### src/rtl/rv_ctrl_pkg.sv
// Shared encodings for the RV32I multicycle control FSM: states, opcodes, ALU and mux selects.
package rv_ctrl_pkg;

   typedef enum logic [3:0] {
      StFetch    = 4'd0,
      StDecode   = 4'd1,
      StMemAdr   = 4'd2,
      StMemRead  = 4'd3,
      StMemWb    = 4'd4,
      StMemWrite = 4'd5,
      StExecuteR = 4'd6,
      StExecuteI = 4'd7,
      StAluWb    = 4'd8,
      StBeq      = 4'd9,
      StJal      = 4'd10,
      StTrap     = 4'd11
   } state_e;

   localparam logic [6:0] OpLw    = 7'b0000011;
   localparam logic [6:0] OpSw    = 7'b0100011;
   localparam logic [6:0] OpRType = 7'b0110011;
   localparam logic [6:0] OpIType = 7'b0010011;
   localparam logic [6:0] OpBeq   = 7'b1100011;
   localparam logic [6:0] OpJal   = 7'b1101111;

   typedef enum logic [1:0] {
      AluOpAdd   = 2'b00,
      AluOpSub   = 2'b01,
      AluOpFunct = 2'b10
   } alu_op_e;

   typedef enum logic [2:0] {
      AluAdd = 3'b000,
      AluSub = 3'b001,
      AluAnd = 3'b010,
      AluOr  = 3'b011,
      AluSlt = 3'b101
   } alu_ctrl_e;

   typedef enum logic [1:0] {
      ResAluOut    = 2'b00,
      ResMemData   = 2'b01,
      ResAluResult = 2'b10
   } result_src_e;

   typedef enum logic [1:0] {
      SrcAPc    = 2'b00,
      SrcAOldPc = 2'b01,
      SrcARs1   = 2'b10
   } src_a_e;

   typedef enum logic [1:0] {
      SrcBRs2  = 2'b00,
      SrcBImm  = 2'b01,
      SrcBFour = 2'b10
   } src_b_e;

   localparam logic [1:0] ImmI = 2'b00;
   localparam logic [1:0] ImmS = 2'b01;
   localparam logic [1:0] ImmB = 2'b10;
   localparam logic [1:0] ImmJ = 2'b11;

   function automatic logic [1:0] imm_src_of(logic [6:0] op);
      logic [1:0] imm;
      case (op)
         OpSw:    imm = ImmS;
         OpBeq:   imm = ImmB;
         OpJal:   imm = ImmJ;
         default: imm = ImmI;
      endcase
      return imm;
   endfunction

endpackage

### src/rtl/multicycle_controller_if.sv
// Controller <-> datapath signal bundle; master is the controller, slave the datapath.
interface multicycle_controller_if;

   logic [6:0] op;
   logic [2:0] funct3;
   logic       funct7b5;
   logic       Zero;
   logic       MemReady;

   logic       MemReq;
   logic       MemWrite;
   logic       AdrSrc;
   logic       IRWrite;
   logic       PCWrite;
   logic       RegWrite;
   logic [1:0] ResultSrc;
   logic [1:0] ALUSrcA;
   logic [1:0] ALUSrcB;
   logic [1:0] ImmSrc;
   logic [2:0] ALUControl;
   logic       Halted;

   modport master (
      input  op, funct3, funct7b5, Zero, MemReady,
      output MemReq, MemWrite, AdrSrc, IRWrite, PCWrite, RegWrite,
      output ResultSrc, ALUSrcA, ALUSrcB, ImmSrc, ALUControl, Halted
   );

   modport slave (
      output op, funct3, funct7b5, Zero, MemReady,
      input  MemReq, MemWrite, AdrSrc, IRWrite, PCWrite, RegWrite,
      input  ResultSrc, ALUSrcA, ALUSrcB, ImmSrc, ALUControl, Halted
   );

endinterface

### src/rtl/alu_decoder.sv
// Maps the FSM's ALUOp plus instruction funct fields onto the ALU operation select.
module alu_decoder
   import rv_ctrl_pkg::*;
(
   input  alu_op_e    alu_op_i,
   input  logic [2:0] funct3_i,
   input  logic       op5_i,
   input  logic       funct7b5_i,
   output logic [2:0] alu_control_o
);

   always_comb begin
      alu_control_o = AluAdd;
      unique case (alu_op_i)
         AluOpAdd: alu_control_o = AluAdd;
         AluOpSub: alu_control_o = AluSub;
         AluOpFunct: begin
            case (funct3_i)
               // Only R-type honours funct7b5; addi with imm[10] set must stay an add.
               3'b000:  alu_control_o = (op5_i & funct7b5_i) ? AluSub : AluAdd;
               3'b010:  alu_control_o = AluSlt;
               3'b110:  alu_control_o = AluOr;
               3'b111:  alu_control_o = AluAnd;
               default: alu_control_o = AluAdd;
            endcase
         end
         default: alu_control_o = AluAdd;
      endcase
   end

endmodule

### src/rtl/multicycle_controller.sv
// Multicycle RV32I control FSM: sequences fetch/decode/execute, stalls on MemReady, traps on
// unsupported opcodes.
module multicycle_controller
   import rv_ctrl_pkg::*;
(
   input  logic                   CLK,
   input  logic                   RESET,
   multicycle_controller_if.master bus
);

   state_e      state_q, state_d;
   logic        mem_req, mem_write, adr_src, ir_write, pc_update, branch, reg_write, halted;
   result_src_e result_src;
   src_a_e      src_a;
   src_b_e      src_b;
   alu_op_e     alu_op;
   logic [2:0]  alu_control;

   always_ff @(posedge CLK) begin
      if (!RESET) begin
         state_q <= StFetch;
      end else begin
         state_q <= state_d;
      end
   end

   always_comb begin
      state_d = state_q;
      unique case (state_q)
         StFetch:    if (bus.MemReady) state_d = StDecode;
         StDecode: begin
            case (bus.op)
               OpLw, OpSw: state_d = StMemAdr;
               OpRType:    state_d = StExecuteR;
               OpIType:    state_d = StExecuteI;
               OpBeq:      state_d = StBeq;
               OpJal:      state_d = StJal;
               default:    state_d = StTrap;
            endcase
         end
         StMemAdr:   state_d = (bus.op == OpSw) ? StMemWrite : StMemRead;
         StMemRead:  if (bus.MemReady) state_d = StMemWb;
         StMemWrite: if (bus.MemReady) state_d = StFetch;
         StMemWb:    state_d = StFetch;
         StExecuteR: state_d = StAluWb;
         StExecuteI: state_d = StAluWb;
         StAluWb:    state_d = StFetch;
         StBeq:      state_d = StFetch;
         // ALUOut already holds OldPC+4 after JAL, so ALUWB completes the link write.
         StJal:      state_d = StAluWb;
         StTrap:     state_d = StTrap;
         default:    state_d = StTrap;
      endcase
   end

   always_comb begin
      mem_req    = 1'b0;
      mem_write  = 1'b0;
      adr_src    = 1'b0;
      ir_write   = 1'b0;
      pc_update  = 1'b0;
      branch     = 1'b0;
      reg_write  = 1'b0;
      halted     = 1'b0;
      result_src = ResAluOut;
      src_a      = SrcAPc;
      src_b      = SrcBRs2;
      alu_op     = AluOpAdd;
      unique case (state_q)
         StFetch: begin
            mem_req    = 1'b1;
            src_b      = SrcBFour;
            result_src = ResAluResult;
            ir_write   = bus.MemReady;
            pc_update  = bus.MemReady;
         end
         StDecode: begin
            src_a = SrcAOldPc;
            src_b = SrcBImm;
         end
         StMemAdr: begin
            src_a = SrcARs1;
            src_b = SrcBImm;
         end
         StMemRead: begin
            mem_req = 1'b1;
            adr_src = 1'b1;
         end
         StMemWrite: begin
            mem_req   = 1'b1;
            adr_src   = 1'b1;
            mem_write = 1'b1;
         end
         StMemWb: begin
            result_src = ResMemData;
            reg_write  = 1'b1;
         end
         StExecuteR: begin
            src_a  = SrcARs1;
            alu_op = AluOpFunct;
         end
         StExecuteI: begin
            src_a  = SrcARs1;
            src_b  = SrcBImm;
            alu_op = AluOpFunct;
         end
         StAluWb:    reg_write = 1'b1;
         StBeq: begin
            src_a  = SrcARs1;
            alu_op = AluOpSub;
            branch = 1'b1;
         end
         StJal: begin
            src_a     = SrcAOldPc;
            src_b     = SrcBFour;
            pc_update = 1'b1;
         end
         StTrap:     halted = 1'b1;
         default:    halted = 1'b1;
      endcase
   end

   alu_decoder u_alu_decoder (
      .alu_op_i      (alu_op),
      .funct3_i      (bus.funct3),
      .op5_i         (bus.op[5]),
      .funct7b5_i    (bus.funct7b5),
      .alu_control_o (alu_control)
   );

   // Enables are gated by RESET so nothing commits while the FSM is being reset.
   assign bus.MemReq     = RESET & mem_req;
   assign bus.MemWrite   = RESET & mem_write;
   assign bus.IRWrite    = RESET & ir_write;
   assign bus.PCWrite    = RESET & (pc_update | (branch & bus.Zero));
   assign bus.RegWrite   = RESET & reg_write;
   assign bus.AdrSrc     = adr_src;
   assign bus.ResultSrc  = result_src;
   assign bus.ALUSrcA    = src_a;
   assign bus.ALUSrcB    = src_b;
   assign bus.ImmSrc     = imm_src_of(bus.op);
   assign bus.ALUControl = alu_control;
   assign bus.Halted     = halted;

endmodule

### src/flat_wrapper.sv
// flat-port wrapper written by rule: the top's interface ports become plain ports
module multicycle_controller_flat import rv_ctrl_pkg::*;
  (CLK, RESET, bus_op, bus_funct3, bus_funct7b5, bus_Zero, bus_MemReady, bus_MemReq, bus_MemWrite, bus_AdrSrc, bus_IRWrite, bus_PCWrite, bus_RegWrite, bus_ResultSrc, bus_ALUSrcA, bus_ALUSrcB, bus_ImmSrc, bus_ALUControl, bus_Halted);
  multicycle_controller_if bus_i ();
  input  logic CLK;
  input  logic RESET;
  input wire logic [$bits(bus_i.op)-1:0] bus_op;
  input wire logic [$bits(bus_i.funct3)-1:0] bus_funct3;
  input wire logic [$bits(bus_i.funct7b5)-1:0] bus_funct7b5;
  input wire logic [$bits(bus_i.Zero)-1:0] bus_Zero;
  input wire logic [$bits(bus_i.MemReady)-1:0] bus_MemReady;
  output wire logic [$bits(bus_i.MemReq)-1:0] bus_MemReq;
  output wire logic [$bits(bus_i.MemWrite)-1:0] bus_MemWrite;
  output wire logic [$bits(bus_i.AdrSrc)-1:0] bus_AdrSrc;
  output wire logic [$bits(bus_i.IRWrite)-1:0] bus_IRWrite;
  output wire logic [$bits(bus_i.PCWrite)-1:0] bus_PCWrite;
  output wire logic [$bits(bus_i.RegWrite)-1:0] bus_RegWrite;
  output wire logic [$bits(bus_i.ResultSrc)-1:0] bus_ResultSrc;
  output wire logic [$bits(bus_i.ALUSrcA)-1:0] bus_ALUSrcA;
  output wire logic [$bits(bus_i.ALUSrcB)-1:0] bus_ALUSrcB;
  output wire logic [$bits(bus_i.ImmSrc)-1:0] bus_ImmSrc;
  output wire logic [$bits(bus_i.ALUControl)-1:0] bus_ALUControl;
  output wire logic [$bits(bus_i.Halted)-1:0] bus_Halted;
  assign bus_i.op = bus_op;
  assign bus_i.funct3 = bus_funct3;
  assign bus_i.funct7b5 = bus_funct7b5;
  assign bus_i.Zero = bus_Zero;
  assign bus_i.MemReady = bus_MemReady;
  assign bus_MemReq = bus_i.MemReq;
  assign bus_MemWrite = bus_i.MemWrite;
  assign bus_AdrSrc = bus_i.AdrSrc;
  assign bus_IRWrite = bus_i.IRWrite;
  assign bus_PCWrite = bus_i.PCWrite;
  assign bus_RegWrite = bus_i.RegWrite;
  assign bus_ResultSrc = bus_i.ResultSrc;
  assign bus_ALUSrcA = bus_i.ALUSrcA;
  assign bus_ALUSrcB = bus_i.ALUSrcB;
  assign bus_ImmSrc = bus_i.ImmSrc;
  assign bus_ALUControl = bus_i.ALUControl;
  assign bus_Halted = bus_i.Halted;
  multicycle_controller u_core (.CLK(CLK), .RESET(RESET), .bus(bus_i));
endmodule
### config.mk
export PLATFORM = sky130hd
export DESIGN_NAME = multicycle_controller_flat
export DESIGN_NICKNAME = d
export VERILOG_FILES = /design/src/rtl/rv_ctrl_pkg.sv /design/src/rtl/multicycle_controller_if.sv /design/src/rtl/alu_decoder.sv /design/src/rtl/multicycle_controller.sv /design/src/flat_wrapper.sv
export SDC_FILE = /design/constraint.sdc
export NUM_CORES = 1
export LEC_CHECK = 0
export ABC_AREA = 1
export ABC_CLOCK_PERIOD_IN_PS = 1900
export CORE_MARGIN = 2
export CORE_UTILIZATION = 37
export CTS_CLUSTER_SIZE = 25
export DETAILED_ROUTE_END_ITERATION = 10
export GPL_TIMING_DRIVEN = 0
export PLACE_DENSITY = 0.78
export SLEW_MARGIN = 20
export SYNTH_ARGS = -nofsm -noshare
export SYNTH_HDL_FRONTEND = slang
export SYNTH_SLANG_ARGS = --single-unit
export TNS_END_PERCENT = 1
### constraint.sdc
create_clock -name CLK -period 1.9 [get_ports CLK]
set_input_delay 0.38 -clock CLK [delete_from_list [all_inputs] [get_ports CLK]]
set_output_delay 0.38 -clock CLK [all_outputs]
set_load 0.02 [all_outputs]
Word-level counts from Yosys, hierarchy flattened
Cells that the tools add are included. W data, S select, Z words.

Flip-flop bits (word level): 4. Logic and storage cells: 70. Output and inout bits: 18.

Multiplexer cells: 22. Equality and inequality tests: 24. Bitwise gates (word level): 8. Reduce and logical (&&, ||, !) cells: 15.

Operator list (number): $pmux W4 S7 (1); $pmux W4 S5 (1); $eq A4 B3 Y1 const B (4); $pmux W2 S2 (4); $eq A7 B6 Y1 const B (2); $eq A7 B7 Y1 const B (2); $eq A4 B4 Y1 const B (3); $mux W4 (3); $pmux W3 S4 (1); $reduce_or A2 Y1 (6); $reduce_or A3 Y1 (4); $reduce_or A11 Y1 (1); $eq A4 B2 Y1 const B (2); $mux W1 (8); $and A1 B1 Y1 (7); $eq A7 B2 Y1 const B (1); $eq A7 B5 Y1 const B (1); $eq A3 B3 Y1 const B (2); $ne A2 B2 Y1 const B (3); $pmux W2 S3 (1); $pmux W3 S2 (1); $eq A4 B1 Y1 const B (1); $logic_not A4 Y1 (1); $reduce_or A4 Y1 (1); 8 further kinds (8).

Logic depth before layout (Yosys ltp)
Gate-level depths: netlist of run 1.

Depth after elaboration: 5. Mapped depth: 9. Depth with buffers taken out: 9.

By module
Synthesis of run 1 repeated with hierarchy kept, for this count alone.

Cells, all modules: 120. Area, all modules: 608.1 um^2.

By module, submodules not included: multicycle_controller (area an instance 516.7 um^2, cells each 103, seq. area each 80.1 um^2, instances 1); alu_decoder (area an instance 91.3 um^2, cells each 17, seq. area each 0.0 um^2, instances 1).

Worst setup path before layout of run 1
Ideal clock, no wire load.

Path kind: register to output. From: register u_core.state_q[3]. To: output port bus_ALUControl[2]. Cell stages (with the launch flop): 8. Arrival: 1.776 ns. Slack: -0.256 ns. Buffers on the path: 0. Required time: 1.520 ns. Path through: dfxtp_1 -> inv_1 -> nor3_2 -> inv_1 -> ha_1 -> nor2_1 -> nand2_1 -> nor3_1.

Longest elaborated chain between the ends: 5. Elaborated cells between the ends (all ways): 8. Classes of those cells: eq/ne (5); mux (2); reduce/logical (1).

RTL lines: start, declared (line multicycle_controller.sv:11) `state_e state_q, state_d;`; start signal, assigned (line multicycle_controller.sv:21) `state_q <= StFetch;`; start signal, assigned (line multicycle_controller.sv:23) `state_q <= state_d;`; $eq A4 B3 Y1 (line multicycle_controller.sv:69) `unique case (state_q)`; $reduce_or A2 Y1 (no line); $pmux W2 S2 (*) (line multicycle_controller.sv:69); $eq A2 B2 Y1 / $eq A2 B1 Y1 (equally long branches) (line alu_decoder.sv:14) `unique case (alu_op_i)`; $pmux W3 S2 (*) (line alu_decoder.sv:14); end, declared (line flat_wrapper.sv:22) `output wire logic [$bits(bus_i.ALUControl)-1:0] bus_ALUControl;`.

Mark *: on every way between the ends. The rest lies on a longest branch, timed or not.

Worst setup path after layout of run 1
From: register u_core.state_q[1]. To: output port bus_ALUControl[0].

The elaborated chain is that of the path after synthesis.

==> impl_metrics.tcl, run 1 <==
set metrics [dict create \
    worst_ep_arrival_time_ns 1.73 \
    synth_fp_nets 126 \
    port_buffers 32 \
    final_core_util_pct 72.35 \
    cts_buffers 3 \
    nFillCells 141 \
    drc 0 \
    setup_slack_ns -0.2107 \
    grt_max_degree 9 \
    grt_pass1_wl_um 2980 \
    syn_area_per_cell_sq_um 5.315 \
    synth_top_cell_by_area "nand2_1" \
    clkTransAtPathRegs_ns 0.04 \
    hold_viol_final 0 \
    syn_inst 109 \
    largest_reg_flops 4 \
    layout_common_cells "nand2_1 (29), nor2_1 (16), clkdlybuf4s50_1 (14)" \
    required_ns 1.52 \
    clockBufferDepth 2 \
    fin_crit_sh_pct 111.1 \
    setup_tns_ns -0.6647 \
    area_delta_synth_final_pct 85.96 \
    synth_top_cell_area_share_pct 20.09 \
    die_h_um 43.57 \
    fp.dieArea_sq_mm 0.001898 \
    failed_checks "negative setup slack" \
    rows 14 \
    grt_antenna_before_repair 0 \
    seqCellArea_sq_um 95.09 \
    yosys_warnings 0 \
    vdd_drop_max_mv 0.8157 \
    final_nets 172 \
    drt_iter0_markers 17 \
    grt_usage_pct 21.06 \
    cellPowerDensity_mw_per_mm2 1155 \
    final_common_cell "nand2_1" \
    power_mw 1.245 \
    dp.cells 157 \
    cts_root_buf "clkbuf_4" \
    viasPerCell 5.077 \
    top_regs "u_core.state_q: 4 flops" \
    rr_startpoint "u_core.state_q[2]$_SDFFE_PN0P_" \
    gp_congestion 0.8679 \
    finalNonFillerCells 169 \
    yosysUniqueCellTypes 20 \
    cp_max_fo 4 \
    vias 858 \
    pre_cts_ws_ns -0.6138 \
    cts_tree "done" \
    top_register "u_core.state_q" \
    syn-cell-area_sq_um 579.3 \
    drive_gt1_share_pct 32.03 \
    rsz0062_at_grt "yes" \
    totalWireLength_um 1878 \
    setup_viol 4 \
    maxSlewViolCount 0 \
    die_x_um 43.57 \
    dp_hpwl_um 1359 \
    grt_pass1_vias 725 \
    start_kind "flip-flop" \
    startpoint "u_core.state_q[1]$_SDFFE_PN0P_" \
    core_sq_mm 0.001489 \
    crit_type "flip-flop to output port" \
    ios 33 \
    ys_ff_latch 4 \
    slew-limit-headroom_pct 82.62 \
    tightest_slew_ns 0.2607 \
    hold_start "u_core.state_q[0]$_SDFFE_PN0P_" \
    dr.pass1.iters 4 \
    clock_latency_ns 0.23 \
    cts_max_level 1 \
    fmax_ghz 0.4738 \
    overflow 0 \
    min_path_type "flip-flop to flip-flop" \
    insertedDiodeCount 0 \
    endpoint_kind "output port" \
    drv_cap 0 \
    multiInputGateArea_sq_um 503.0 \
    wl_per_cell_um 11.11 \
    cts_hold_buf 0 \
    fin_crit_ns 2.111 \
    leakage_nw 0.5438 \
    clkSinkCount 4 \
    ys_top_cells_by_area "nand2_1 (20%), dfxtp_1 (14%), nor2_1 (12%)" \
    status "complete, but fails checks" \
    start_util_pct 38.91 \
    yosysSeqAreaShare_pct 13.82 \
    fin_skew_ns 0.001864 \
    antenna_left 0 \
]
## kinds of logic (layout without fill, tap and decap cells)
group | count (synthesis) | count (layout) | synth area share, %
AOI/OAI and AO/OA | 12 | 12 | 11.88
adders and majority gates | 2 | 2 | 4.319
DFF | 4 | 4 | 13.82
buffers and inverters | 20 | 64 | 12.96
and+or+nand+nor | 71 | 71 | 57.02
## routing by layer
metal	share of wire, %	track usage [%]
met1	43	25.70
met2	52	35.88
met3	3.6	2.500
met4	2.1	10.91
met5	0	0
## through the flow
stage	hold slack [ns]	area, sq um
detailed placement	0.6845	984.7
CTS	0.6984	1057
global route	0.7226	1077
global placement	0.6745	984.7
finish	0.7125	1077
floorplan	0.5184	644.4
## cells in the mapped netlist
library cell and n:
a21oi_1 5, a31oi_1 2, dfxtp_1 4, ha_1 2, inv_1 16, inv_2 4
nand2_1 31, nand2_2 2, nand2_4 1, nand3_1 8, nand3b_1 1, nand4_1 1
nor2_1 19, nor2_2 1, nor2_4 3, nor3_1 3, nor3_2 1, o211ai_1 1
o21ai_0 3, o221ai_1 1
## final timing paths
check	to	depth (start not counted)	slack, ns
hold reg to reg	u_core.state_q[2]$_SDFFE_PN0P_	4	0.71
hold / removal	u_core.state_q[2]$_SDFFE_PN0P_	4	0.71
setup reg to reg	u_core.state_q[0]$_SDFFE_PN0P_	8	0.63
setup / recovery	bus_ALUControl[0]	9	-0.21
## critical path: stages, from the launching register on
cell and delay (ns):
dfxtp_4 0.35, inv_4 0.06, nand2_4 0.07, nor3_4 0.21
inv_2 0.07, ha_4 0.24, nor2_4 0.13, nand4_1 0.14
o221ai_4 0.09, buf_6 0.14
## power breakdown
group | switching [mW] | internal [mW]
logic | 0.583 | 0.360
clock network | 0.0339 | 0.0706
registers | 0.0589 | 0.138
## layout make-up
cell class,instances,area share [%]
Multi-Input combinational cell,85,46.69
Timing Repair Buffer,41,33.33
Sequential cell,4,8.827
Inverter,20,7.201
Clock buffer,3,2.091
Tap cell,16,1.858
## repair_timing
action                                  CTS  global route
endpoints found under the setup margin   18             8
gates resized for setup                  48            16
gates cloned                              0             0
pin swaps                                 3             6
buffers inserted                          5             4
Power figures use the tool's default switching activity.
==> run 2: changes to the inputs <==
--- a/config.mk
+++ b/config.mk
@@ -6,7 +6,6 @@
 export NUM_CORES = 1
 export LEC_CHECK = 0
 export ABC_AREA = 1
-export ABC_CLOCK_PERIOD_IN_PS = 1900
 export CORE_MARGIN = 2
 export CORE_UTILIZATION = 37
 export CTS_CLUSTER_SIZE = 25
==> results of run 2 <==
Same layout as run 1: the final DEF is identical, and so are final timing and power.
